--- src/rtl/m68k_bus_target.sv ---
// Responder end of a 68000-style asynchronous bus: decodes a bus cycle, runs one
// request/acknowledge transaction on the device port and terminates with DTACK, BERR or VPA.
module m68k_bus_target #(
  parameter logic [23:0] ADDR_BASE  = 24'hFF8000,
  parameter logic [23:0] ADDR_MASK  = 24'hFF8000,
  parameter bit          SUPER_ONLY = 1'b1,
  parameter logic [7:0]  TIMEOUT    = 8'd64,
  parameter bit          IACK_EN    = 1'b1
) (
  input  logic        clk,
  input  logic        reset,
  input  logic        phi1,
  input  logic        phi2,
  input  logic        as_n,
  input  logic        rw_n,
  input  logic        uds_n,
  input  logic        lds_n,
  input  logic [2:0]  fc,
  input  logic [23:0] addr,
  input  logic [15:0] din,
  output logic [15:0] dout,
  output logic        dtack_n,
  output logic        berr,
  output logic        vpa_n,
  input  logic        ivec_valid,
  input  logic [7:0]  ivec,
  output logic [2:0]  iack_level,
  output logic        dev_req,
  output logic        dev_we,
  output logic [22:0] dev_addr,
  output logic [1:0]  dev_be,
  output logic [15:0] dev_wdata,
  input  logic [15:0] dev_rdata,
  input  logic        dev_ack
);

  typedef enum logic [2:0] {IDLE, DECODE, ACCESS, IACK, RESP, ERR, HOLD} state_t;

  state_t      state_reg, state_next;
  logic [7:0]  count_reg, count_next;
  logic        req_reg, req_next;
  logic        we_reg, we_next;
  logic [22:0] daddr_reg, daddr_next;
  logic [1:0]  be_reg, be_next;
  logic [15:0] wdata_reg, wdata_next;
  logic [15:0] rdata_reg, rdata_next;
  logic        load_reg, load_next;
  logic [15:0] dout_reg, dout_next;
  logic        dtack_reg, dtack_next;
  logic        vpa_reg, vpa_next;
  logic        berr_reg, berr_next;
  logic [2:0]  level_reg, level_next;

  logic        bus_edge, hit, is_iack, strobe, tick, timeout_hit;
  logic [7:0]  count_inc;
  logic [23:0] mask_eff;
  logic        unused_bits;

  assign unused_bits = addr[0];
  assign mask_eff    = ADDR_MASK & 24'hFFFFFE;
  assign bus_edge    = phi1 | phi2;
  assign hit         = (addr & mask_eff) == (ADDR_BASE & mask_eff);
  assign is_iack     = (fc == 3'b111) && (addr[19:16] == 4'hF);
  assign strobe      = !(uds_n && lds_n);
  assign count_inc   = (count_reg == 8'hFF) ? count_reg : count_reg + 8'd1;
  // The counter also runs for an orphaned request left behind by an aborted cycle,
  // so a device that never answers cannot hold dev_req forever.
  assign tick        = phi2 && ((state_reg != IDLE) || req_reg);
  assign timeout_hit = tick && (count_reg != TIMEOUT) && (count_inc == TIMEOUT);

  always_comb begin
    state_next = state_reg;
    count_next = count_reg;
    req_next   = req_reg;
    we_next    = we_reg;
    daddr_next = daddr_reg;
    be_next    = be_reg;
    wdata_next = wdata_reg;
    rdata_next = rdata_reg;
    load_next  = load_reg;
    dout_next  = dout_reg;
    dtack_next = dtack_reg;
    vpa_next   = vpa_reg;
    berr_next  = berr_reg;
    level_next = level_reg;

    if (tick) count_next = count_inc;

    if (req_reg && dev_ack) begin
      req_next = 1'b0;
      if (state_reg == ACCESS && !we_reg) begin
        rdata_next = dev_rdata;
        load_next  = 1'b1;
      end
    end else if (req_reg && timeout_hit) begin
      req_next = 1'b0;
    end

    case (state_reg)
      IDLE: begin
        if (bus_edge && !as_n) begin
          state_next = DECODE;
          count_next = 8'd0;
          load_next  = 1'b0;
        end
      end
      DECODE: begin
        if (bus_edge) begin
          if (as_n) begin
            state_next = IDLE;
          end else if (is_iack && IACK_EN) begin
            state_next = IACK;
            level_next = addr[3:1];
          end else if (!hit) begin
            state_next = IDLE;
          end else if ((SUPER_ONLY && !fc[2]) || timeout_hit) begin
            state_next = ERR;
            berr_next  = 1'b1;
          end else if (strobe && !req_reg) begin
            state_next = ACCESS;
            req_next   = 1'b1;
            we_next    = !rw_n;
            daddr_next = addr[23:1];
            be_next    = {!uds_n, !lds_n};
            wdata_next = din;
          end
        end
      end
      ACCESS: begin
        // An abort leaves req_reg alone: an issued request finishes on the device quietly.
        if (bus_edge && as_n) begin
          state_next = IDLE;
        end else if (req_reg && dev_ack) begin
          state_next = RESP;
        end else if (timeout_hit) begin
          state_next = ERR;
          berr_next  = 1'b1;
        end
      end
      IACK: begin
        if (bus_edge) begin
          if (as_n) begin
            state_next = IDLE;
            level_next = 3'd0;
          end else if (ivec_valid) begin
            state_next = RESP;
            rdata_next = {8'h00, ivec};
            load_next  = 1'b1;
          end else begin
            state_next = HOLD;
            vpa_next   = 1'b0;
          end
        end
      end
      RESP: begin
        if (bus_edge) begin
          state_next = HOLD;
          dtack_next = 1'b0;
          if (load_reg) dout_next = rdata_reg;
        end
      end
      ERR, HOLD: begin
        if (bus_edge && as_n) begin
          state_next = IDLE;
          dtack_next = 1'b1;
          vpa_next   = 1'b1;
          berr_next  = 1'b0;
          level_next = 3'd0;
        end
      end
      default: state_next = IDLE;
    endcase
  end

  always_ff @(posedge clk) begin
    if (reset) begin
      state_reg <= IDLE;
      count_reg <= 8'd0;
      req_reg   <= 1'b0;
      we_reg    <= 1'b0;
      daddr_reg <= 23'd0;
      be_reg    <= 2'b00;
      wdata_reg <= 16'd0;
      rdata_reg <= 16'd0;
      load_reg  <= 1'b0;
      dout_reg  <= 16'd0;
      dtack_reg <= 1'b1;
      vpa_reg   <= 1'b1;
      berr_reg  <= 1'b0;
      level_reg <= 3'd0;
    end else begin
      state_reg <= state_next;
      count_reg <= count_next;
      req_reg   <= req_next;
      we_reg    <= we_next;
      daddr_reg <= daddr_next;
      be_reg    <= be_next;
      wdata_reg <= wdata_next;
      rdata_reg <= rdata_next;
      load_reg  <= load_next;
      dout_reg  <= dout_next;
      dtack_reg <= dtack_next;
      vpa_reg   <= vpa_next;
      berr_reg  <= berr_next;
      level_reg <= level_next;
    end
  end

  assign dout       = dout_reg;
  assign dtack_n    = dtack_reg;
  assign vpa_n      = vpa_reg;
  assign berr       = berr_reg;
  assign iack_level = level_reg;
  assign dev_req    = req_reg;
  assign dev_we     = we_reg;
  assign dev_addr   = daddr_reg;
  assign dev_be     = be_reg;
  assign dev_wdata  = wdata_reg;

endmodule

--- config.mk ---
export PLATFORM = sky130hd
export DESIGN_NAME = m68k_bus_target
export DESIGN_NICKNAME = d
export VERILOG_FILES = /design/src/rtl/m68k_bus_target.sv
export SDC_FILE = /design/constraint.sdc
export NUM_CORES = 1
export LEC_CHECK = 0
export ABC_CLOCK_PERIOD_IN_PS = 5900
export BUFFER_PORTS_ARGS = -buffer_cell sky130_fd_sc_hd__clkbuf_2
export CORE_MARGIN = 2
export CORE_UTILIZATION = 54
export DETAILED_ROUTE_END_ITERATION = 10
export MAX_ROUTING_LAYER = met4
export PLACE_DENSITY = 0.95
export SYNTH_ARGS = -nofsm -noshare
export SYNTH_HDL_FRONTEND = slang
export SYNTH_SLANG_ARGS = --single-unit
--- constraint.sdc ---
create_clock -name clk -period 5.9 [get_ports clk]
set_input_delay 0.295 -clock clk [delete_from_list [all_inputs] [get_ports clk]]
set_output_delay 0.295 -clock clk [all_outputs]
set_load 0.02 [all_outputs]
**Word level (Yosys, flattened, before mapping)**

Index checks and enable logic that the tools add are counted.

- Add/sub/neg operators: 1
- Equal/unequal tests: 30
- Muxes and demuxes: 65
- Bitwise gates (word level): 4
- Reduce and logical (&&, ||, !) cells: 35

Operators with widths:

| kind | count |
|---|---|
| $mux W16 | 6 |
| $mux W3 | 19 |
| $mux W8 | 4 |
| $ne A2 B2 Y1 const B | 16 |
| $mux W1 | 29 |
| $reduce_and A7 Y1 | 3 |
| $pmux W3 S6 | 1 |
| $eq A3 B3 Y1 const B | 4 |
| $logic_and A1 B1 Y1 | 11 |
| $reduce_and A10 Y1 | 1 |
| $eq A9 B9 Y1 const B | 1 |
| $pmux W3 S3 | 1 |
| $reduce_bool A3 Y1 | 3 |
| $add A8 B1 Y8 const B | 1 |
| $eq A8 B7 Y1 const B | 1 |
| $eq A8 B8 Y1 const B | 1 |
| $logic_not A1 Y1 | 8 |
| $ne A8 B7 Y1 const B | 1 |
| $eq A3 B2 Y1 const B | 2 |
| $ne A6 B6 Y1 const B | 1 |
| $pmux W1 S2 | 3 |
| $reduce_and A3 Y1 | 2 |
| $reduce_and A5 Y1 | 1 |
| $eq A4 B4 Y1 const B | 1 |
| other kinds (10) | 14 |

- Register bits: 93
- Input port bits: 77
- Output and inout port bits: 65

**Logic depth before layout (Yosys ltp)**

Gate-level depths: netlist (run 1).

- Depth in word-level cells: 15
- Gate-level depth with buffers: 9
- Gate-level depth less buffers: 7

**Worst setup path before layout (run 1)**

OpenSTA, ideal clock, no wires.

- Kind: reg2reg
- Start point: reg state_reg[1]
- End point: reg daddr_reg[0] (netlist: dev_addr[0])
- Arrival time: 2090 ps
- Required time: 5772 ps
- Path slack: 3683 ps
- Cell stages (with the launch flop): 10
- Clock period less this slack: 2217 ps
- Path through: dfxtp_1 > buf_6 > or4b_4 > nor4_2 > nand3_1 > a311oi_2 > buf_6 > buf_12 > mux2i_1 > nor2_1

- Cells in the longest elaborated chain, start to end: 8
- Elaborated cells on any way between the ends: 9
- Classes of those cells: eq/ne: 1; bitwise: 1; reduce/logical: 7

RTL lines:

| item | RTL line | source |
|---|---|---|
| start, declared | 39 | `state_t state_reg, state_next;` |
| start signal, assigned | 192 | `state_reg <= state_next;` |
| $reduce_bool A3 Y1 | 68 | `assign tick = phi2 && ((state_reg != IDLE) \|\| req_reg);` |
| $logic_or A1 B1 Y1 | 68 |  |
| $logic_and A1 B1 Y1 | 68 |  |
| $logic_and A1 B1 Y1 (2 in series) | 69 | `assign timeout_hit = tick && (count_reg != TIMEOUT) && (count_inc == TIMEOUT);` |
| $logic_or A1 B1 Y1 | 116 | `end else if ((SUPER_ONLY && !fc[2]) \|\| timeout_hit) begin` |
| $not A1 Y1 (no source line) | - |  |
| $reduce_and A7 Y1 (no source line) (*) | - |  |
| end signal, assigned | 196 | `daddr_reg <= daddr_next;` |
| end, declared | 43 | `logic [22:0] daddr_reg, daddr_next;` |

Mark *: on every way between the ends. The rest lies on a longest branch, timed or not.
A chain may end at the register's enable or synchronous reset.

**Final worst setup path (run 1)**

- Start point: reg state_reg[0]
- End point: reg daddr_reg[7] (netlist: dev_addr[7])

Same word-level chain as after synthesis.

==> results.cfg, run 1 <==
[sta]
worst_pin_slew_ns = 1.02
hold_viol_final = 0
rsz0062_at_grt = no
drv_slew = 0
fin_crit_sh_pct = 52.5
finalSetupTns_ns = 0
timing.fmax_mhz = 323
setup_viol = 0
slew-limit-headroom_pct = 31.5
finClkSkew_ns = 0.0137
period_needed_ns = 3.10
holdWs_ns = 0.145

[worst_hold_path]
min_path_cells = 3
hold_path_end = rdata_reg[15]$_SDFF_PP0_
min_path_type = input port to flip-flop
min_from = dev_rdata[15]

[job]
cap_violations = 0

[floorplanning]
die_area_um2 = 8160
pin_count = 142
core_area_um2 = 7210
start_util_pct = 55.8
rows = 31
die_h_um = 90.3
die_w_um = 90.3

[setup_path]
path_class = flip-flop to flip-flop
critPathLaunchType = flip-flop
r2r-start = state_reg[0]$_SDFFE_PP0P_
critPathRequiredTime_ns = 6.13
r2r_end = dev_addr[7]$_SDFFE_PP0P_
worstPathArrival_ns = 3.33
worstSetupEndpointType = flip-flop
reg2reg_slack_ns = 2.80
critPathLaunch = state_reg[0]$_SDFFE_PP0P_
path_max_fanout = 43
r2r_cells = 7

[finish]
multiInputGateArea_um2 = 1940
syn_to_final_growth_pct = 21.7
nets = 679
drive_gt1_share_pct = 27.9
antennaDiodeCount = 0
largest_register_ffs = 23
regArea_um2 = 1860
fill_cells = 606

[yosys]
async_flop_share_pct = 0
synth_nets = 556
syn_inst = 477
ys_seq_elements = 93
ys.flop_type = dfxtp_1
syn_avg_cell_area_um2 = 8.43
yosysSeqAreaShare_pct = 46.3
syn_area_um2 = 4020
synth_edf_count = 0
yosysWarnings = 0
synth.distinct_cells = 52

[routing]
route.met2.wl_um = 4880
drc = 0
dr.pass1.iters = 4
vias = 3845
wl_met1_um = 4210
route.met3.wl_um = 630
avgViaCountPerCell = 5.46
drt-total-wl_um = 9950
wl_per_cell_um = 14.1
first_iter_violations = 185
top_layer_used = met4
final_antenna_net_count = 0

[placement]
gp_congestion = 0.897
portBuffers = 140
hpwl_um = 7210

[global_route]
grtUsageTotal_pct = 24.8
grt_pass1_vias = 3603
grt_pass1_wl_um = 16400
overflow = 0
antenna_found_initial = 0
grt_start_max_net_pins = 79

[pwr]
powerDensity_nw_per_um2 = 279
power.leakage_nw = 2.01
ir_drop_mv = 0.160

[run_status]
outcome = finished clean

[clock_network]
ctsLongestPathBuffers = 2
cts_setup_buffers = 0
h-tree-depth = 3
clkTransAtPathRegs_ns = 0.11
cts_buffers = 9
clk_latency_ns = 0.36
cts-resized-gates = 0
ctsHoldBuffers = 0
clock-root-buffer = clkbuf_8
tritoncts = built
clock-sinks = 93
[cell usage in the layout, fill, tap and decap left out, types with 2 or more instances in the layout]
cell type | synthesis | routed
a211oi_1 | 2 | 2
a21oi_1 | 39 | 39
a311oi_1 | 10 | 10
a31oi_1 | 7 | 7
and2_1 | 3 | 3
and3_1 | 6 | 6
buf_4 | 1 | 2
clkbuf_2 | 0 | 140
clkbuf_8 | 0 | 9
clkinv_4 | 0 | 3
clkinv_8 | 0 | 2
dfxtp_1 | 93 | 93
ha_1 | 2 | 2
inv_1 | 13 | 13
inv_8 | 0 | 2
mux2_2 | 2 | 2
mux2i_1 | 35 | 35
nand2_1 | 85 | 85
nand2b_1 | 2 | 2
nand3_1 | 6 | 6
nand4_1 | 8 | 8
nor2_1 | 75 | 75
nor2b_1 | 5 | 5
nor3_1 | 3 | 3
nor4_1 | 4 | 4
o211ai_1 | 3 | 3
o21ai_0 | 8 | 8
o21bai_1 | 2 | 2
o22a_1 | 2 | 2
or2_2 | 4 | 4
or3_1 | 3 | 3
xnor2_1 | 2 | 2
xor2_1 | 3 | 3
[synth_stat cells, drive strengths merged, types with 2 or more instances]
| master | count | area share, % |
|---|---|---|
| xnor2 | 2 | 0.44 |
| a21oi | 39 | 4.9 |
| nor4 | 5 | 0.93 |
| mux2i | 35 | 8.7 |
| ha | 2 | 0.62 |
| a31oi | 7 | 1.1 |
| buf | 8 | 2.5 |
| inv | 13 | 1.2 |
| o21ai | 8 | 1.0 |
| and2 | 3 | 0.47 |
| nor2b | 5 | 0.78 |
| a211oi | 2 | 0.37 |
| nor3 | 4 | 0.62 |
| dfxtp | 93 | 46 |
| clkbuf | 22 | 2.1 |
| o22a | 2 | 0.44 |
| nand4 | 8 | 1.2 |
| or3 | 3 | 0.47 |
| o21bai | 2 | 0.37 |
| nand2 | 85 | 7.9 |
| xor2 | 3 | 0.65 |
| nor2 | 75 | 7.0 |
| and3 | 6 | 0.93 |
| a311oi | 11 | 2.6 |
| o211ai | 3 | 0.56 |
| mux2 | 2 | 0.56 |
| or2 | 4 | 0.62 |
| nand3 | 6 | 0.75 |
| nand2b | 2 | 0.31 |
[layout make-up]
type	instances	share of cell area [%]
clock inverter	7	1.66
multi-input combinational	341	39.6
inverter	13	0.997
sequential	93	38.0
timing repair buffer	142	14.6
clock buffer	9	2.53
tap	99	2.53
[routing by layer]
metal | track usage, % | vias up
li1 | - | 1895
met1 | 30.2 | 1778
met2 | 41.2 | 149
met3 | 5.43 | 23
met4 | 8.46 | 0
met5 | - | -
[cell families after synthesis]
| family | count (synthesis) | share of synthesized area (%) |
|---|---|---|
| xor gates and xnor gates | 5 | 1.09 |
| DFF | 93 | 46.3 |
| adders and majority gates | 2 | 0.622 |
| and+or+nand+nor | 209 | 22.8 |
| buffers and inverters | 43 | 5.75 |
| AOI/OAI and AO/OA | 88 | 14.2 |
| muxes | 37 | 9.27 |
[worst max-delay path, cell delays in order (launching register included)]
cell and delay [ns]:
dfxtp_1 0.73, or4b_4 0.57, nor4_2 0.22, nand3_1 0.19, a311oi_4 0.30, buf_4 0.55
mux2i_1 0.30, nor2_1 0.06
[worst max path at each step]
stage          cells past startpoint  slack [ns]                         end
3_3_place_gp                       7        2.94  dev_wdata[12]$_SDFFE_PP0P_
3_5_place_dp                       7        2.86   dev_addr[12]$_SDFFE_PP0P_
5_1_grt                            7        2.64   dev_wdata[0]$_SDFFE_PP0P_
6_report                           7        2.80    dev_addr[7]$_SDFFE_PP0P_
4_1_cts                            7        2.86    dev_addr[7]$_SDFFE_PP0P_
2_1_floorplan                      9        3.68    dev_addr[0]$_SDFFE_PP0P_
[metrics by stage]
stage	total power, mW	util [%]	cells	worst slack [ns]	instance area, um2
floorplan	0.885	-	477	3.68	4020
global placement	0.948	65.0	688	2.94	4690
detailed placement	0.953	65.0	688	2.86	4690
CTS	1.37	67.9	704	2.86	4900
global route	1.44	67.9	704	2.64	4900
finish	1.36	67.9	704	2.80	4900
[where the power goes]
group | leakage (nW) | switching [mW] | internal, mW
clock | 0.103 | 0.246 | 0.168
combinational | 1.16 | 0.144 | 0.112
sequential | 0.750 | 0.0469 | 0.647
total | 2.01 | 0.436 | 0.927
Note: power is estimated with default switching activity, not from simulation.
==> run 2, diff against run 1 <==
Settings changed: ABC_CLOCK_PERIOD_IN_PS 5900 to 3160, CORE_UTILIZATION 54 to 50, PLACE_DENSITY 0.95 to 0.89.
Clock period 5.9 ns to 3.16 ns, I/O delays scaled along.
==> results.cfg, run 2 (same netlist as run 1, synthesis figures left out) <==
[routing]
wl_per_cell_um = 14.0
final_antenna_net_count = 0
vias = 3857
first_iter_violations = 228
wl_met1_um = 4200
avgViaCountPerCell = 5.40
route.met3.wl_um = 836
dr.pass1.iters = 5
top_layer_used = met4
drc = 0
drt-total-wl_um = 10000
route.met2.wl_um = 4770

[setup_path]
critPathLaunchType = flip-flop
worstPathArrival_ns = 2.70
worst_path_most_repeated_cell = buf_4
path_class = flip-flop to flip-flop
cpMaxStageDelayCell = o41ai_1
critPathRequiredTime_ns = 3.37
path_delay_family = compound AO/OA/AOI/OAI gates
cpPeakStageDelay_ns = 0.53
worstSetupEndpointType = flip-flop
path_cells = buf_4, o41ai_1, a41o_1, nor4_1, buf_4, a311oi_4, buf_12, mux2i_1, nor2_1
cp.buffers_inverters = 3
path_max_fanout = 43

[run_status]
outcome = finished clean

[job]
cap_violations = 0

[finish]
nets = 686
final_common_cell = clkbuf_2
largest_register_ffs = 23
syn_to_final_growth_pct = 23.4
fill_cells = 657
final_util_pct = 63.9
layout_common_cells = clkbuf_2, dfxtp_1, nand2_1
drive_gt1_share_pct = 28.6
design_area_um2 = 4960
antennaDiodeCount = 0

[floorplanning]
core_area_um2 = 7770
start_util_pct = 51.8
die_w_um = 93.7
pin_count = 142
die_h_um = 93.7
die_area_um2 = 8780
rows = 32

[sta]
hold_viol_final = 0
rsz0062_at_grt = no
finalSetupTns_ns = 0
worst_pin_slew_ns = 0.778
fin_crit_sh_pct = 78.7
holdWs_ns = 0.0221
period_needed_ns = 2.49
setup_viol = 0
finClkSkew_ns = 0.0109
drv_slew = 0
timing.fmax_mhz = 402
slew-limit-headroom_pct = 48.1

[global_route]
antenna_found_initial = 0
grt_start_max_net_pins = 44
grtUsageTotal_pct = 23.2
grt_pass1_wl_um = 15800
overflow = 0
grt_pass1_vias = 3403

[placement]
hpwl_um = 7320
postPlaceCellArea_um2 = 4750
portBuffers = 140
gp_congestion = 0.875

[pwr]
power.leakage_nw = 2.05
ir_drop_mv = 0.274
power_mw = 2.58
powerDensity_nw_per_um2 = 519

[clock_network]
clock-sinks = 93
cts_buffers = 9
h-tree-depth = 3
ctsHoldBuffers = 1
tritoncts = built
cts-resized-gates = 0
clkTransAtPathRegs_ns = 0.10
cts_setup_buffers = 0
clock-root-buffer = clkbuf_8
ctsLongestPathBuffers = 2
clk_latency_ns = 0.36

[worst_hold_path]
min_path_type = input port to flip-flop
-- run 2: through the flow --
step	setup WS, ns	std cells
CTS	0.703	714
global placement	0.766	697
floorplan	0.943	477
global route	0.530	714
detailed placement	0.679	697
finish	0.673	714
-- run 2: cell type report --
cell class	count	area, um2	share of cell area [%]
clock buffers	9	124	2.50
inverters	13	48.8	0.983
well taps	102	128	2.57
multi-input cells	341	1940	39.1
flip-flops and latches	93	1860	37.5
repair buffers	149	783	15.8
clock inverters	7	76.3	1.54
-- run 2: path summary, 6_finish.rpt --
check | from | endpoint | slack [ns] | depth (start not counted)
worst max-delay path | state_reg[2]$_SDFFE_PP0P_ | dev_addr[7]$_SDFFE_PP0P_ | 0.67 | 9
worst min-delay path | dev_rdata[13] | rdata_reg[13]$_SDFF_PP0_ | 0.02 | 3
worst max register to register | state_reg[2]$_SDFFE_PP0P_ | dev_addr[7]$_SDFFE_PP0P_ | 0.67 | 9
worst min register to register | dout[9]$_SDFFE_PP0P_ | dout[9]$_SDFFE_PP0P_ | 0.46 | 2
-- run 2: per-layer routing --
layer / track usage, % / vias to the layer above
li1: - / 1903
met1: 29.2 / 1750
met2: 37.1 / 184
met3: 4.57 / 20
met4: 8.94 / 0
met5: - / -
-- run 2: tightest hold or removal path, delay by kind of cell --
kind            cells  cell delay (ns)
simple gates        1             0.04
compound gates      1             0.05
buf+inv             1             0.08
-- run 2: where the power goes --
part / switching [mW] / internal (mW)
Clock: 0.460 / 0.315
Sequential: 0.0246 / 1.21
Combinational: 0.334 / 0.233
Total: 0.819 / 1.76
